File: src/rtl/ha_array_row_accumulator_if.sv
// Handshake bundle between the approximate half-adder array and the row accumulator.
// The master drives the row groups and consumes the product; the slave is the accumulator.
interface ha_array_row_accumulator_if;
  logic       in_valid;
  logic       in_ready;
  logic [6:0] ha_array_0_b;
  logic [6:0] ha_array_1_b;
  logic [6:0] ha_array_2_b;
  logic [6:0] ha_array_3_b;
  logic [8:0] ha_array_0_t;
  logic [8:0] ha_array_1_t;
  logic [8:0] ha_array_2_t;
  logic [8:0] ha_array_3_t;
  logic       out_valid;
  logic       out_ready;
  logic [15:0] out_product;
  logic       busy;

  modport master (
    output in_valid, ha_array_0_b, ha_array_1_b, ha_array_2_b, ha_array_3_b,
           ha_array_0_t, ha_array_1_t, ha_array_2_t, ha_array_3_t, out_ready,
    input  in_ready, out_valid, out_product, busy
  );

  modport slave (
    input  in_valid, ha_array_0_b, ha_array_1_b, ha_array_2_b, ha_array_3_b,
           ha_array_0_t, ha_array_1_t, ha_array_2_t, ha_array_3_t, out_ready,
    output in_ready, out_valid, out_product, busy
  );
endinterface

File: src/rtl/ha_array_row_accumulator.sv
// Serial final-summation stage for the unsigned 8x8 approximate half-adder array.
// Captures four row groups, adds ROWS_PER_CYCLE of them per clock into a 16-bit
// accumulator and presents the product over a valid/ready pair.
// Optional feature macro: APPROX_BIAS_COMP_EN (seed the accumulator with COMP_BIAS).
// Timing: the transfer cycle is followed by 4/ROWS_PER_CYCLE ACC cycles, so out_valid
// rises in the (4/ROWS_PER_CYCLE + 1)-th cycle after the transfer cycle.
module ha_array_row_accumulator #(
  parameter int          ROWS_PER_CYCLE = 1,
  parameter logic [15:0] COMP_BIAS      = 16'd27
) (
  input  logic clk,
  input  logic rst_n,
  ha_array_row_accumulator_if.slave bus
);

  if (!(ROWS_PER_CYCLE == 1 || ROWS_PER_CYCLE == 2 || ROWS_PER_CYCLE == 4)) begin : g_bad_rpc
    $error("ROWS_PER_CYCLE must be 1, 2 or 4");
  end

`ifdef APPROX_BIAS_COMP_EN
  localparam logic [15:0] ACC_INIT = COMP_BIAS;
`else
  // Bias disabled: seed is a constant zero, COMP_BIAS folds away.
  localparam logic [15:0] ACC_INIT = COMP_BIAS & 16'h0000;
`endif

  localparam logic [1:0] IDX_STEP = 2'(ROWS_PER_CYCLE);
  localparam logic [1:0] IDX_LAST = 2'(4 - ROWS_PER_CYCLE);

  typedef enum logic [1:0] {S_IDLE = 2'd0, S_ACC = 2'd1, S_DONE = 2'd2} state_e;

  state_e          state_q, state_d;
  logic [3:0][6:0] b_q;
  logic [3:0][8:0] t_q;
  logic [3:0][6:0] b_in;
  logic [3:0][8:0] t_in;
  logic [15:0]     acc_q, acc_d;
  logic [15:0]     out_product_q;
  logic [1:0]      idx_q;
  logic [3:0][15:0] rows;
  logic            in_ready_c, out_valid_c, busy_c;
  logic            xfer, last_step;

  assign b_in = {bus.ha_array_3_b, bus.ha_array_2_b, bus.ha_array_1_b, bus.ha_array_0_b};
  assign t_in = {bus.ha_array_3_t, bus.ha_array_2_t, bus.ha_array_1_t, bus.ha_array_0_t};

  assign xfer      = bus.in_valid & in_ready_c;
  assign last_step = (idx_q == IDX_LAST);

  // State register.
  always_ff @(posedge clk or negedge rst_n) begin
    if (!rst_n) state_q <= S_IDLE;
    else        state_q <= state_d;
  end

  // Next-state: DONE hands straight to ACC when a new bundle is waiting.
  always_comb begin
    state_d = state_q;
    case (state_q)
      S_IDLE: if (bus.in_valid) state_d = S_ACC;
      S_ACC:  if (last_step)    state_d = S_DONE;
      S_DONE: if (bus.out_ready) state_d = bus.in_valid ? S_ACC : S_IDLE;
      default: state_d = S_IDLE;
    endcase
  end

  // Handshake outputs; out_ready reaches in_ready combinationally in DONE.
  always_comb begin
    in_ready_c  = 1'b0;
    out_valid_c = 1'b0;
    busy_c      = 1'b0;
    case (state_q)
      S_IDLE: in_ready_c = 1'b1;
      S_ACC:  busy_c     = 1'b1;
      S_DONE: begin
        out_valid_c = 1'b1;
        in_ready_c  = bus.out_ready;
      end
      default: ;
    endcase
  end

  // Weighted row values from the captured bundle: (t + 4b) << 2g.
  always_comb begin
    rows = '0;
    for (int g = 0; g < 4; g++)
      rows[g] = ({7'b0, t_q[g]} + {7'b0, b_q[g], 2'b00}) << (2 * g);
  end

  // Add this cycle's row groups, starting at idx.
  always_comb begin
    acc_d = acc_q;
    for (int j = 0; j < ROWS_PER_CYCLE; j++)
      acc_d = acc_d + rows[idx_q + 2'(j)];
  end

  // Datapath: capture on transfer, accumulate in ACC, publish on the final step.
  always_ff @(posedge clk or negedge rst_n) begin
    if (!rst_n) begin
      b_q           <= '0;
      t_q           <= '0;
      acc_q         <= '0;
      idx_q         <= '0;
      out_product_q <= '0;
    end else if (xfer) begin
      b_q   <= b_in;
      t_q   <= t_in;
      acc_q <= ACC_INIT;
      idx_q <= '0;
    end else if (state_q == S_ACC) begin
      acc_q <= acc_d;
      idx_q <= idx_q + IDX_STEP;
      if (last_step) out_product_q <= acc_d;
    end
  end

  assign bus.in_ready    = in_ready_c;
  assign bus.out_valid   = out_valid_c;
  assign bus.busy        = busy_c;
  assign bus.out_product = out_product_q;

endmodule
File: src/flat_wrapper.sv
// flat-port wrapper written by rule: the top's interface ports become plain ports
module ha_array_row_accumulator_flat 
#(
  parameter int          ROWS_PER_CYCLE = 1,
  parameter logic [15:0] COMP_BIAS      = 16'd27
)
  (clk, rst_n, bus_in_valid, bus_ha_array_0_b, bus_ha_array_1_b, bus_ha_array_2_b, bus_ha_array_3_b, bus_ha_array_0_t, bus_ha_array_1_t, bus_ha_array_2_t, bus_ha_array_3_t, bus_out_ready, bus_in_ready, bus_out_valid, bus_out_product, bus_busy);
  ha_array_row_accumulator_if bus_i ();
  input  logic clk;
  input  logic rst_n;
  input wire logic [$bits(bus_i.in_valid)-1:0] bus_in_valid;
  input wire logic [$bits(bus_i.ha_array_0_b)-1:0] bus_ha_array_0_b;
  input wire logic [$bits(bus_i.ha_array_1_b)-1:0] bus_ha_array_1_b;
  input wire logic [$bits(bus_i.ha_array_2_b)-1:0] bus_ha_array_2_b;
  input wire logic [$bits(bus_i.ha_array_3_b)-1:0] bus_ha_array_3_b;
  input wire logic [$bits(bus_i.ha_array_0_t)-1:0] bus_ha_array_0_t;
  input wire logic [$bits(bus_i.ha_array_1_t)-1:0] bus_ha_array_1_t;
  input wire logic [$bits(bus_i.ha_array_2_t)-1:0] bus_ha_array_2_t;
  input wire logic [$bits(bus_i.ha_array_3_t)-1:0] bus_ha_array_3_t;
  input wire logic [$bits(bus_i.out_ready)-1:0] bus_out_ready;
  output wire logic [$bits(bus_i.in_ready)-1:0] bus_in_ready;
  output wire logic [$bits(bus_i.out_valid)-1:0] bus_out_valid;
  output wire logic [$bits(bus_i.out_product)-1:0] bus_out_product;
  output wire logic [$bits(bus_i.busy)-1:0] bus_busy;
  assign bus_i.in_valid = bus_in_valid;
  assign bus_i.ha_array_0_b = bus_ha_array_0_b;
  assign bus_i.ha_array_1_b = bus_ha_array_1_b;
  assign bus_i.ha_array_2_b = bus_ha_array_2_b;
  assign bus_i.ha_array_3_b = bus_ha_array_3_b;
  assign bus_i.ha_array_0_t = bus_ha_array_0_t;
  assign bus_i.ha_array_1_t = bus_ha_array_1_t;
  assign bus_i.ha_array_2_t = bus_ha_array_2_t;
  assign bus_i.ha_array_3_t = bus_ha_array_3_t;
  assign bus_i.out_ready = bus_out_ready;
  assign bus_in_ready = bus_i.in_ready;
  assign bus_out_valid = bus_i.out_valid;
  assign bus_out_product = bus_i.out_product;
  assign bus_busy = bus_i.busy;
  ha_array_row_accumulator #(.ROWS_PER_CYCLE(ROWS_PER_CYCLE), .COMP_BIAS(COMP_BIAS)) u_core (.clk(clk), .rst_n(rst_n), .bus(bus_i));
endmodule
File: config.mk
export PLATFORM = sky130hd
export DESIGN_NAME = ha_array_row_accumulator_flat
export DESIGN_NICKNAME = d
export VERILOG_FILES = /design/src/rtl/ha_array_row_accumulator_if.sv /design/src/rtl/ha_array_row_accumulator.sv /design/src/flat_wrapper.sv
export SDC_FILE = /design/constraint.sdc
export NUM_CORES = 1
export LEC_CHECK = 0
export BUFFER_PORTS_ARGS = -buffer_cell sky130_fd_sc_hd__buf_4
export CORE_ASPECT_RATIO = 0.75
export CORE_UTILIZATION = 45
export DETAILED_ROUTE_END_ITERATION = 16
export PLACE_DENSITY = 0.65
export REMOVE_ABC_BUFFERS = 1
export SYNTH_ARGS = -nofsm -noshare
export SYNTH_HDL_FRONTEND = slang
export SYNTH_SLANG_ARGS = --single-unit
File: constraint.sdc
create_clock -name clk -period 6.7 [get_ports clk]
set_clock_uncertainty 0.15 [all_clocks]
set_input_delay 1.34 -clock clk [delete_from_list [all_inputs] [get_ports clk]]
set_output_delay 1.34 -clock clk [all_outputs]
set_load 0.01 [all_outputs]
==> impl_metrics.py <==
metrics = {
    "global_route": {
        "grt-ovfl-total": 0,
        "grt_start_max_net_pins": 78,
        "grt.total_usage_pct": 19.7,
        "grt_pass1_wl_mm": 20.4,
        "grt_pass1_vias": 4310,
        "antenna_found_initial": 0,
    },
    "worst_setup_path": {
        "crit_fanout": 5,
        "required_ns": 6.78,
        "crit_type": "flop to flop",
        "regToRegSetupSlack_ns": 2.40,
        "cp-end-kind": "flop",
        "critPathLaunchType": "flop",
        "crit_arrival_ns": 4.38,
    },
    "floorplan": {
        "core_area_sq_mm": 0.0123,
        "ios": 87,
        "initial_core_util_pct": 46.0,
        "fp-row-count": 35,
        "dieHeight_um": 99.0,
        "chipWidth_um": 131,
        "dieArea_sq_mm": 0.0130,
    },
    "logic_synthesis": {
        "yosys.area_share.simple_pct": 20.9,
        "synthArstFlopShare_pct": 100,
        "synth_mux_area_share_pct": 2.17,
        "synthXorXnorAreaFrac_pct": 4.44,
        "ys_warn_count": 0,
        "synth_compound_area_share_pct": 13.6,
        "ys_ff_latch": 100,
        "synthAdderAreaFrac_pct": 11.5,
        "syn-mean-instance-area_sq_um": 8.83,
        "synth_area_sq_mm": 0.00564,
        "ys.flop_type": "dfrtp_1",
        "synth_seq_area_share_pct": 44.4,
        "synth_top_family_by_area": "simple AND/OR/NAND/NOR gates",
        "postSynthCellCount": 639,
        "synth_edf_count": 0,
        "synth_cell_type_count": 44,
    },
    "cells_and_area": {
        "drive_above_1_share_pct": 16.6,
        "final_cell_mix": "216 x nand2_1, 100 x dfrtp_1, 90 x buf_4, 54 x o21ai_0, 44 x ha_1",
        "multi_input_area_sq_mm": 0.00297,
        "area_growth_syn_to_layout_pct": 18.8,
        "final_core_util_pct": 54.6,
        "diodes": 0,
        "final_nets": 829,
        "n_fill_cell": 1129,
        "regArea_sq_mm": 0.00250,
        "layout_commonest_cell": "nand2_1",
        "fin_area_sq_mm": 0.00670,
    },
    "drt": {
        "wl_mm": 12.0,
        "drtIter0Drc": 197,
        "vias": 4537,
        "drc_errors": 0,
        "drtAntennaViolNets": 0,
        "dr.pass1.iters": 4,
        "wl_per_cell_um": 13.6,
        "via_per_inst": 5.14,
    },
    "timing": {
        "rsz0062_at_grt": "no",
        "fmax_mhz": 233,
        "final.setup.tns_ns": 0,
        "finalHoldViolCount": 0,
        "post-route-period-util_pct": 64.1,
        "worst_slew_pin_slew_ns": 1.24,
        "setup_violations": 0,
        "final.min_clock_period_ns": 4.30,
        "max-slew-margin-rel_pct": 17.5,
        "setup_slack_ns": 2.40,
        "slew_violations": 0,
    },
    "place": {
        "placed_area_sq_mm": 0.00642,
        "pre_cts_slack_ns": 2.43,
        "globalplace.congestion": 0.890,
        "io_buffers": 86,
        "hpwlAfterDp_mm": 8.50,
    },
    "power": {
        "power.total_mw": 3.90,
        "powerDensity_mw_per_mm2": 582,
        "p_leak_nw": 3.42,
        "ir_drop_v": 0.000290,
    },
    "clock_tree": {
        "clock-sinks": 100,
        "clockBufferDepth": 2,
        "clock_latency_ns": 0.34,
        "cts_buffers": 9,
        "path_clk_slew_ns": 0.07,
        "cts_resized": 0,
        "cts-root-buf": "clkbuf_16",
        "cts.htree.levels": 3,
        "cts_hold_buffers": 0,
        "cts_setup_buffers": 0,
        "cts_tree": "yes",
    },
    "worst_hold_path": {
        "hold_class": "flop to flop",
    },
    "run": {
        "maxCapViolations": 0,
    },
    "run_status": {
        "status": "finished clean",
    },
}
-- synthesized netlist by cell type, types with 9 or more instances --
cell type | n | area share, %
xnor2_1 | 15 | 2.3
a21oi_1 | 24 | 2.1
clkbuf_1 | 28 | 1.9
inv_1 | 18 | 1.2
nand3_1 | 20 | 1.8
nor2_1 | 18 | 1.2
dfrtp_1 | 100 | 44
o21ai_0 | 54 | 4.8
nor2b_1 | 9 | 1.0
nand2_1 | 217 | 14
xor2_1 | 11 | 1.7
ha_1 | 44 | 9.8
-- logic make-up after synthesis --
kind of cell             count (synthesis)
AO/OA/AOI/OAI                          124
XOR/XNOR                                27
adder cells (fa/ha/maj)                 49
buffers and inverters                   46
flip-flops                             100
multiplexers                             7
AND/OR/NAND/NOR                        286
-- state kept, by name, summed over array words and instances, names as in the netlist --
register,cells
u_core.t_q,36
u_core.b_q,28
u_core.acc_q,16
u_core.bus.out_product,16
u_core.idx_q,2
u_core.state_q,2
-- power by group --
part	internal (mW)	leakage [nW]	switching (mW)
registers	0.901	1.24	0.186
logic	1.00	2.05	1.32
clock network	0.255	0.127	0.232
total	2.16	3.42	1.74
-- metal layers --
layer | GRT usage, % | part of all wire (%) | vias up | wire [um]
met2 | 30.5 | 43 | 102 | 5210
met4 | 5.55 | 1.2 | 0 | 140
met5 | 0 | 0 | - | 0
met3 | 3.81 | 4.2 | 12 | 501
li1 | - | - | 2279 | -
met1 | 28.2 | 51 | 2144 | 6180
-- metrics by stage --
stage	instances	hold WS (ns)
finish	883	0.328
global route	883	0.349
CTS	883	0.335
detailed placement	867	0.316
global placement	867	0.314
floorplan	611	0.287
-- layout make-up --
type                            count  area share [%]
Clock buffer                       10            3.42
Sequential cell                   100            37.4
Clock inverter                      6           0.710
Multi-Input combinational cell    493            44.3
Tap cell                          166            3.10
Timing Repair Buffer               90            10.1
Inverter                           18            1.01
-- critical path, cell delays in order, from the launching register on --
cell and delay [ns]:
dfrtp_1 0.35, ha_1 0.20, inv_1 0.07, fa_1 0.38, nor2b_1 0.18, o21a_1 0.13
nor2_1 0.06, o21bai_1 0.16, a21oi_1 0.10, xnor2_1 0.12, mux4_2 0.46, ha_1 0.33
o21ai_0 0.11, o21bai_1 0.32, nand3_1 0.20, a31oi_4 0.23, nor2_2 0.06, xnor3_1 0.32
mux2_2 0.26
-- final timing paths --
kind	from	end	depth (start not counted)
worst min-delay path	u_core.b_q[25]	u_core.b_q[25]	2
worst min register to register	u_core.b_q[25]	u_core.b_q[25]	2
worst max register to register	u_core.t_q[2]	u_core.bus.out_product[15]	18
max in group asynchronous	rst_n	u_core.acc_q[10]	2
min in group asynchronous	rst_n	u_core.bus.out_product[3]	1
worst max-delay path	u_core.t_q[2]	u_core.bus.out_product[15]	18
(Power assumes the default switching activity.)
